===== config.mk =====
export PLATFORM = sky130hd
export DESIGN_NAME = wb_stage
export DESIGN_NICKNAME = d
export VERILOG_FILES = /design/src/rtl/wb_stage.sv
export SDC_FILE = /design/constraint.sdc
export NUM_CORES = 1
export LEC_CHECK = 0
export CORE_UTILIZATION = 54
export CTS_CLUSTER_SIZE = 40
export DETAILED_ROUTE_END_ITERATION = 8
export PLACE_DENSITY = 0.95
export SLEW_MARGIN = 20
export SYNTH_ARGS = -nofsm -noshare
export SYNTH_HDL_FRONTEND = slang
export SYNTH_SLANG_ARGS = --single-unit

===== constraint.sdc =====
create_clock -name clk -period 3.2 [get_ports clk]
set_input_delay 0.64 -clock clk [delete_from_list [all_inputs] [get_ports clk]]
set_output_delay 0.64 -clock clk [all_outputs]
set_load 0.005 [all_outputs]

===== src/rtl/wb_stage.sv =====
// Writeback stage: one-entry holding register, load extraction, retire counter and sticky
// misalignment flag. Define WB_FWD_EN to expose the decode-stage bypass ports.
module wb_stage #(
  parameter int unsigned INSTRET_W = 32
) (
  input  logic                 clk,
  input  logic                 rst,
  input  logic                 in_valid,
  output logic                 in_ready,
  input  logic [4:0]           in_rd,
  input  logic                 in_reg_write,
  input  logic [1:0]           in_wb_sel,
  input  logic [2:0]           in_funct3,
  input  logic [31:0]          in_alu_result,
  input  logic [31:0]          in_mem_rdata,
  input  logic [31:0]          in_pc,
  input  logic [31:0]          in_imm,
  input  logic                 stall,
  output logic                 RegWriteEn,
  output logic [4:0]           rd,
  output logic [31:0]          data,
  output logic                 retire_valid,
  output logic [INSTRET_W-1:0] instret,
`ifdef WB_FWD_EN
  output logic                 fwd_valid,
  output logic [4:0]           fwd_rd,
  output logic [31:0]          fwd_data,
`endif
  output logic                 misalign_err
);

  logic                 full_q, full_d;
  logic [4:0]           rd_q, rd_d;
  logic                 reg_write_q, reg_write_d;
  logic [1:0]           wb_sel_q, wb_sel_d;
  logic [2:0]           funct3_q, funct3_d;
  logic [31:0]          alu_q, alu_d;
  logic [31:0]          rdata_q, rdata_d;
  logic [31:0]          pc_q, pc_d;
  logic [31:0]          imm_q, imm_d;
  logic [INSTRET_W-1:0] instret_q, instret_d;
  logic                 misalign_q, misalign_d;

  logic        commit;
  logic        capture;
  logic        misaligned;
  logic [7:0]  ld_byte;
  logic [15:0] ld_half;
  logic [31:0] ld_val;

  assign in_ready = !full_q || !stall;
  assign capture  = in_valid && in_ready;
  assign commit   = full_q && !stall;

  assign misaligned = (wb_sel_q == 2'b01) &&
                      (((funct3_q[1:0] == 2'b01) && alu_q[0]) ||
                       ((funct3_q == 3'b010) && (alu_q[1:0] != 2'b00)));

  always_comb begin
    ld_byte = rdata_q[7:0];
    unique case (alu_q[1:0])
      2'b00:   ld_byte = rdata_q[7:0];
      2'b01:   ld_byte = rdata_q[15:8];
      2'b10:   ld_byte = rdata_q[23:16];
      default: ld_byte = rdata_q[31:24];
    endcase
    ld_half = alu_q[1] ? rdata_q[31:16] : rdata_q[15:0];
    unique case (funct3_q)
      3'b000:  ld_val = {{24{ld_byte[7]}}, ld_byte};
      3'b100:  ld_val = {24'd0, ld_byte};
      3'b001:  ld_val = {{16{ld_half[15]}}, ld_half};
      3'b101:  ld_val = {16'd0, ld_half};
      default: ld_val = rdata_q;
    endcase
  end

  always_comb begin
    unique case (wb_sel_q)
      2'b00:   data = alu_q;
      2'b01:   data = ld_val;
      2'b10:   data = pc_q + 32'd4;
      default: data = imm_q;
    endcase
  end

  assign rd           = rd_q;
  assign retire_valid = commit;
  assign RegWriteEn   = commit && reg_write_q && (rd_q != 5'd0) && !misaligned;
  assign instret      = instret_q;
  assign misalign_err = misalign_q;

`ifdef WB_FWD_EN
  // Bypass ignores stall: the held value is already final while waiting to commit.
  assign fwd_valid = full_q && reg_write_q && (rd_q != 5'd0) && !misaligned;
  assign fwd_rd    = rd_q;
  assign fwd_data  = data;
`endif

  always_comb begin
    full_d      = full_q;
    rd_d        = rd_q;
    reg_write_d = reg_write_q;
    wb_sel_d    = wb_sel_q;
    funct3_d    = funct3_q;
    alu_d       = alu_q;
    rdata_d     = rdata_q;
    pc_d        = pc_q;
    imm_d       = imm_q;
    instret_d   = instret_q;
    misalign_d  = misalign_q;
    if (commit) begin
      full_d    = 1'b0;
      instret_d = instret_q + 1'b1;
      if (misaligned) misalign_d = 1'b1;
    end
    if (capture) begin
      full_d      = 1'b1;
      rd_d        = in_rd;
      reg_write_d = in_reg_write;
      wb_sel_d    = in_wb_sel;
      funct3_d    = in_funct3;
      alu_d       = in_alu_result;
      rdata_d     = in_mem_rdata;
      pc_d        = in_pc;
      imm_d       = in_imm;
    end
  end

  always_ff @(posedge clk) begin
    if (!rst) begin
      full_q      <= 1'b0;
      rd_q        <= 5'd0;
      reg_write_q <= 1'b0;
      wb_sel_q    <= 2'b00;
      funct3_q    <= 3'b000;
      alu_q       <= 32'd0;
      rdata_q     <= 32'd0;
      pc_q        <= 32'd0;
      imm_q       <= 32'd0;
      instret_q   <= '0;
      misalign_q  <= 1'b0;
    end else begin
      full_q      <= full_d;
      rd_q        <= rd_d;
      reg_write_q <= reg_write_d;
      wb_sel_q    <= wb_sel_d;
      funct3_q    <= funct3_d;
      alu_q       <= alu_d;
      rdata_q     <= rdata_d;
      pc_q        <= pc_d;
      imm_q       <= imm_d;
      instret_q   <= instret_d;
      misalign_q  <= misalign_d;
    end
  end

endmodule


# Yosys cells after proc, flatten, opt, wreduce, memory -nomap -nowiden

Index checks and enable logic that the tools add are counted.

Add/subtract/negate cells: 2
Eq/ne operators: 9
Multiplexer cells: 6
Reductions and logical operators: 20

Operators with widths:

| cell                                          | count |
|---|---|
| one-hot mux 32 bit (4 select lines)           | 1 |
| one-hot mux 32 bit (3 select lines)           | 1 |
| adder 32 x 1 -> 32 bit, second input constant | 1 |
| adder 32 x 3 -> 32 bit, second input constant | 1 |
| one-hot mux 8 bit (3 select lines)            | 1 |
| two-way mux 16 bit                            | 1 |
| logical AND 1 bit                             | 8 |
| == test 2 x 1 -> 1 bit, second input constant | 3 |
| == test 3 bit, second input constant          | 2 |
| nonzero test 5 bit                            | 1 |
| == test 2 bit, second input constant          | 2 |
| logical NOT 2 bit                             | 2 |
| nonzero test 2 bit                            | 2 |
| == test 3 x 1 -> 1 bit, second input constant | 1 |
| == test 3 x 2 -> 1 bit, second input constant | 1 |
| logical NOT 1 bit                             | 3 |
| logical NOT 3 bit                             | 1 |
| logical OR 1 bit                              | 2 |
| two-way mux 1 bit                             | 2 |
| AND reduction 2 bit                           | 1 |

Flip-flop bits (word level): 173
Bits of input ports: 143
Output and inout port bits: 73
Logic and storage cells: 48

# Longest topological paths before layout

Depth in word-level cells: 6
Mapped depth: 7
Gate-level depth less buffers: 6

# Least setup slack after synthesis

OpenSTA, ideal clock, no wires.

Path kind: reg-to-output
Start point: register pc_q[4]
End point: output data[31]
Arrival: 1.747 ns
Required time: 2.560 ns
Setup slack: 0.813 ns
Stages on the path, launching flop included: 6
Path through: dfxtp_1 -> nand3_2 -> or3_4 -> or4_4 -> xor2_1 -> o211ai_2

Cells in the longest elaborated chain, start to end: 2

RTL lines:

| item                                | line | RTL |
|---|---|---|
| start: declaration                  | 39   | `logic [31:0] pc_q, pc_d;` |
| start signal: assignment            | 150  | `pc_q <= pc_d;` |
| adder 32 x 3 -> 32 bit              | 81   | `2'b10: data = pc_q + 32'd4;` |
| one-hot mux 32 bit (3 select lines) | 78   | `unique case (wb_sel_q)` |
| end: declaration                    | 21   | `output logic [31:0] data,` |

No other way between the ends.

# Worst setup path in the final report

Start point: register alu_q[1]
End point: output data[11]

Cells in the longest elaborated chain, start to end: 4
Elaborated cells between the ends (all ways): 7
Those cells by class: eq/ne: 2; mux: 4; reduce/logical: 1

RTL lines:

| item                                  | line | RTL |
|---|---|---|
| start: declaration                    | 37   | `logic [31:0] alu_q, alu_d;` |
| start signal: assignment              | 148  | `alu_q <= alu_d;` |
| == test 2 bit (tied with other cells) | 61   | `unique case (alu_q[1:0])` |
| one-hot mux 8 bit (3 select lines)    | 61   |  |
| one-hot mux 32 bit (4 select lines) * | 68   | `unique case (funct3_q)` |
| one-hot mux 32 bit (3 select lines) * | 78   |  |

Mark *: on every way between the ends. The rest lies on a longest branch, timed or not.

==> metrics.txt <==
run status=finished clean; Total Nets Final=1442; vias in the first global route=8229; RSZ-0062 raised after global routing=yes; total die area=0.0166 mm^2; total congestion overflow=0; Pre-Repair DR Iteration Count=7; worst skew pair latency=0.43 ns; Clk pin slew, worst setup/hold paths=0.06 ns; Seq/Total Area, Yosys=0.398; Die Span X=129 um; clock skew=0.0119 ns; Max Cap Viol=0; CTS buffer count=17; Mean Syn Cell Area=7.98 um^2; Non-Filler Instances=1526; Synth Flop Type=dfxtp_1; GP Congestion=0.940; gr busiest metal=met2; Cell Rows=46; Max Root-Sink Buffers=2; initial antenna violation count=2; Max stage delay on crit path=0.49 ns; ANT cells=0; met1 Resource Use GR=0.412; Max VDD drop=394 uV; pwr dens=445 mW/mm^2; post-route minimum period=3.17 ns; Port Buf Inserts=215; vias per std cell=5.87; grt met2 use=0.563; Final Util=0.770; Final setup violation count=0; clk root buf=clkbuf_16; fillers=1065; clk sink count=173; Worst EP required=2.56 ns; Worst Tran Pin Value=0.762 ns; CTS Hold Bufs=0; I/O pins=216; crit path kind=reg -> out; final WL=28.8 mm; crit path max fanout=4; DP Wirelength=19.8 mm; vias=8964; Slew HR=0.491; reg-to-reg setup timing slack=1.15 ns; Max Slew Vio Count=0; share of layout cells above drive strength 1=0.119; Initial Util=0.550; crit path cell chain=or3_1, o32ai_2, a21oi_2, o211a_1, a211oi_1, buf_4, clkdlybuf4s50_1; worst min path class=reg -> reg; Data arrival, critical path=2.53 ns; Crit-path slowest cell=clkdlybuf4s50_1; Synth Register Bits=173; Post-synth EDFFs=0; post-route ant nets=0; H-tree depth=4; Seq. cell area=0.00350 mm^2; Iter 0 DRT Violations=956; Tot GR Track Use=0.337; Yosys warning count=0; Syn Nets=1236; LEAKAGE=0.00475 uW; detailed-route wire length per cell=18.9 um; Async SR Flop Fraction=0; Fmax=0.316 GHz; Synth Cell Area=0.00871 mm^2; Setup crit start kind=register; met3 usage=0.0748; Final Hold Viols=0; CTS tree=built; largest net degree at the start of global routing=86; library cells used by synthesis=57; Placeable Area=0.0158 mm^2; period utilization=0.990; first-pass GRT wire length=42.9 mm; Critical Path Sink Type=output pin; die height=129 um; Syn Inst Count=1091; Multi-input gate area=0.00509 mm^2; dpl cells=1478; DRC Markers=0; area delta synth->final=40.0%
[critical path, delay by kind of cell, from the launching register on]
family          cells  cell delay (ns)
simple gates        1             0.42
buf+inv             2             0.66
flops               1             0.36
compound gates      4             0.66
[Yosys cell counts, types with 2 or more instances]
cell type,instances,area (um^2)
a211oi_1,11,82.6
a21boi_0,145,1090
a21o_1,4,30.0
a21oi_1,17,85.1
a221oi_1,13,114
a22oi_1,4,30.0
a32oi_1,3,26.3
and2_1,30,188
and3_1,8,50.1
and4_1,9,78.8
buf_1,9,33.8
buf_2,3,15.0
clkbuf_1,65,244
dfxtp_1,173,3460
ha_1,2,25.0
inv_1,20,75.1
mux2_2,5,56.3
mux2i_1,6,60.1
mux4_2,10,225
nand2_1,318,1190
nand2b_1,14,87.6
nand3_1,26,130
nand4_1,11,68.8
nor2_1,23,86.3
nor2b_1,13,81.3
nor3_1,15,75.1
nor3b_1,4,30.0
nor4_1,8,50.1
o2111ai_1,2,17.5
o211ai_1,5,37.5
o21ai_0,27,135
o221ai_1,3,26.3
o22a_1,2,17.5
o22ai_1,6,37.5
o32ai_1,2,17.5
or3_1,7,43.8
xnor2_1,18,158
xor2_1,31,272
[where the power goes]
part / switching [uW] / internal, uW / total (uW)
logic: 391 / 442 / 833
registers: 112 / 2260 / 2370
clock network: 855 / 1370 / 2220
[through the flow]
| step | area (um^2) | setup TNS (ns) | hold WS (ns) | worst slack (ns) | total power (uW) |
|---|---|---|---|---|---|
| detailed placement | 11100 | 0 | 0.458 | 0.186 | 3200 |
| finish | 12200 | 0 | 0.465 | 0.0334 | 5430 |
| global placement | 11100 | 0 | 0.448 | 0.220 | 3180 |
| floorplan | 8710 | 0 | 0.439 | 0.813 | 2750 |
| CTS | 11900 | -0.118 | 0.466 | -0.0462 | 5390 |
| global route | 12200 | -0.195 | 0.481 | -0.0598 | 5590 |
[cell type report]
| cell class | instances | share of cell area |
|---|---|---|
| multi-input combinational | 819 | 0.418 |
| sequential | 173 | 0.287 |
| timing repair buffer | 266 | 0.214 |
| clock buffer | 22 | 0.0389 |
| tap | 216 | 0.0222 |
| clock inverter | 10 | 0.0132 |
| inverter | 20 | 0.00616 |
[placed cells by master, fill, tap and decap left out, types with 13 or more instances in the layout]
cell             synthesis  routed
a21boi_0               145     145
a21oi_1                 17      14
and2_1                  30      29
buf_4                    1      44
clkbuf_16                0      17
clkdlybuf4s50_1          0     189
dfxtp_1                173     160
inv_1                   20      19
nand2_1                318     315
nand2b_1                14      14
nand3_1                 26      26
nor2_1                  23      21
nor3_1                  15      13
o21ai_0                 27      20
xnor2_1                 18      18
xor2_1                  31      29
[layer usage]
metal / wire (um) / part of all wire
met5: 23 / 0.00080
met4: 1290 / 0.045
met3: 2690 / 0.093
met2: 13700 / 0.47
met1: 11100 / 0.39
[cells by family (layout without fill, tap and decap cells)]
logic type / count (synthesis) / after routing / share of synthesized area
and+or+nand+nor: 492 / 492 / 0.255
xor gates and xnor gates: 49 / 49 / 0.0493
DFF: 173 / 173 / 0.398
buffers and inverters: 99 / 318 / 0.0437
AOI/OAI and AO/OA: 255 / 255 / 0.212
adders and majority gates: 2 / 2 / 0.00287
muxes: 21 / 21 / 0.0392
[registers in the layout (all words and copies together) (netlist names)]
name / flops
alu_q: 32
imm_q: 32
instret: 32
pc_q: 32
rdata_q: 32
rd: 5
funct3_q: 3
wb_sel_q: 2
full_q: 1
misalign_err: 1
reg_write_q: 1
[path summary, 6_finish.rpt]
path	startpoint	depth (start not counted)	endpoint
worst max-delay path	alu_q[1]	7	data[11]
worst min-delay path	imm_q[1]	2	imm_q[1]
worst max register to register	instret[9]	5	instret[25]
worst min register to register	imm_q[1]	2	imm_q[1]
[what timing repair did]
action                     4_1_cts  5_1_grt
gates resized for setup         50       58
pin swaps                       11       11
buffers inserted                 9        7
setup endpoints to repair       31       27
(Power assumes the default switching activity.)
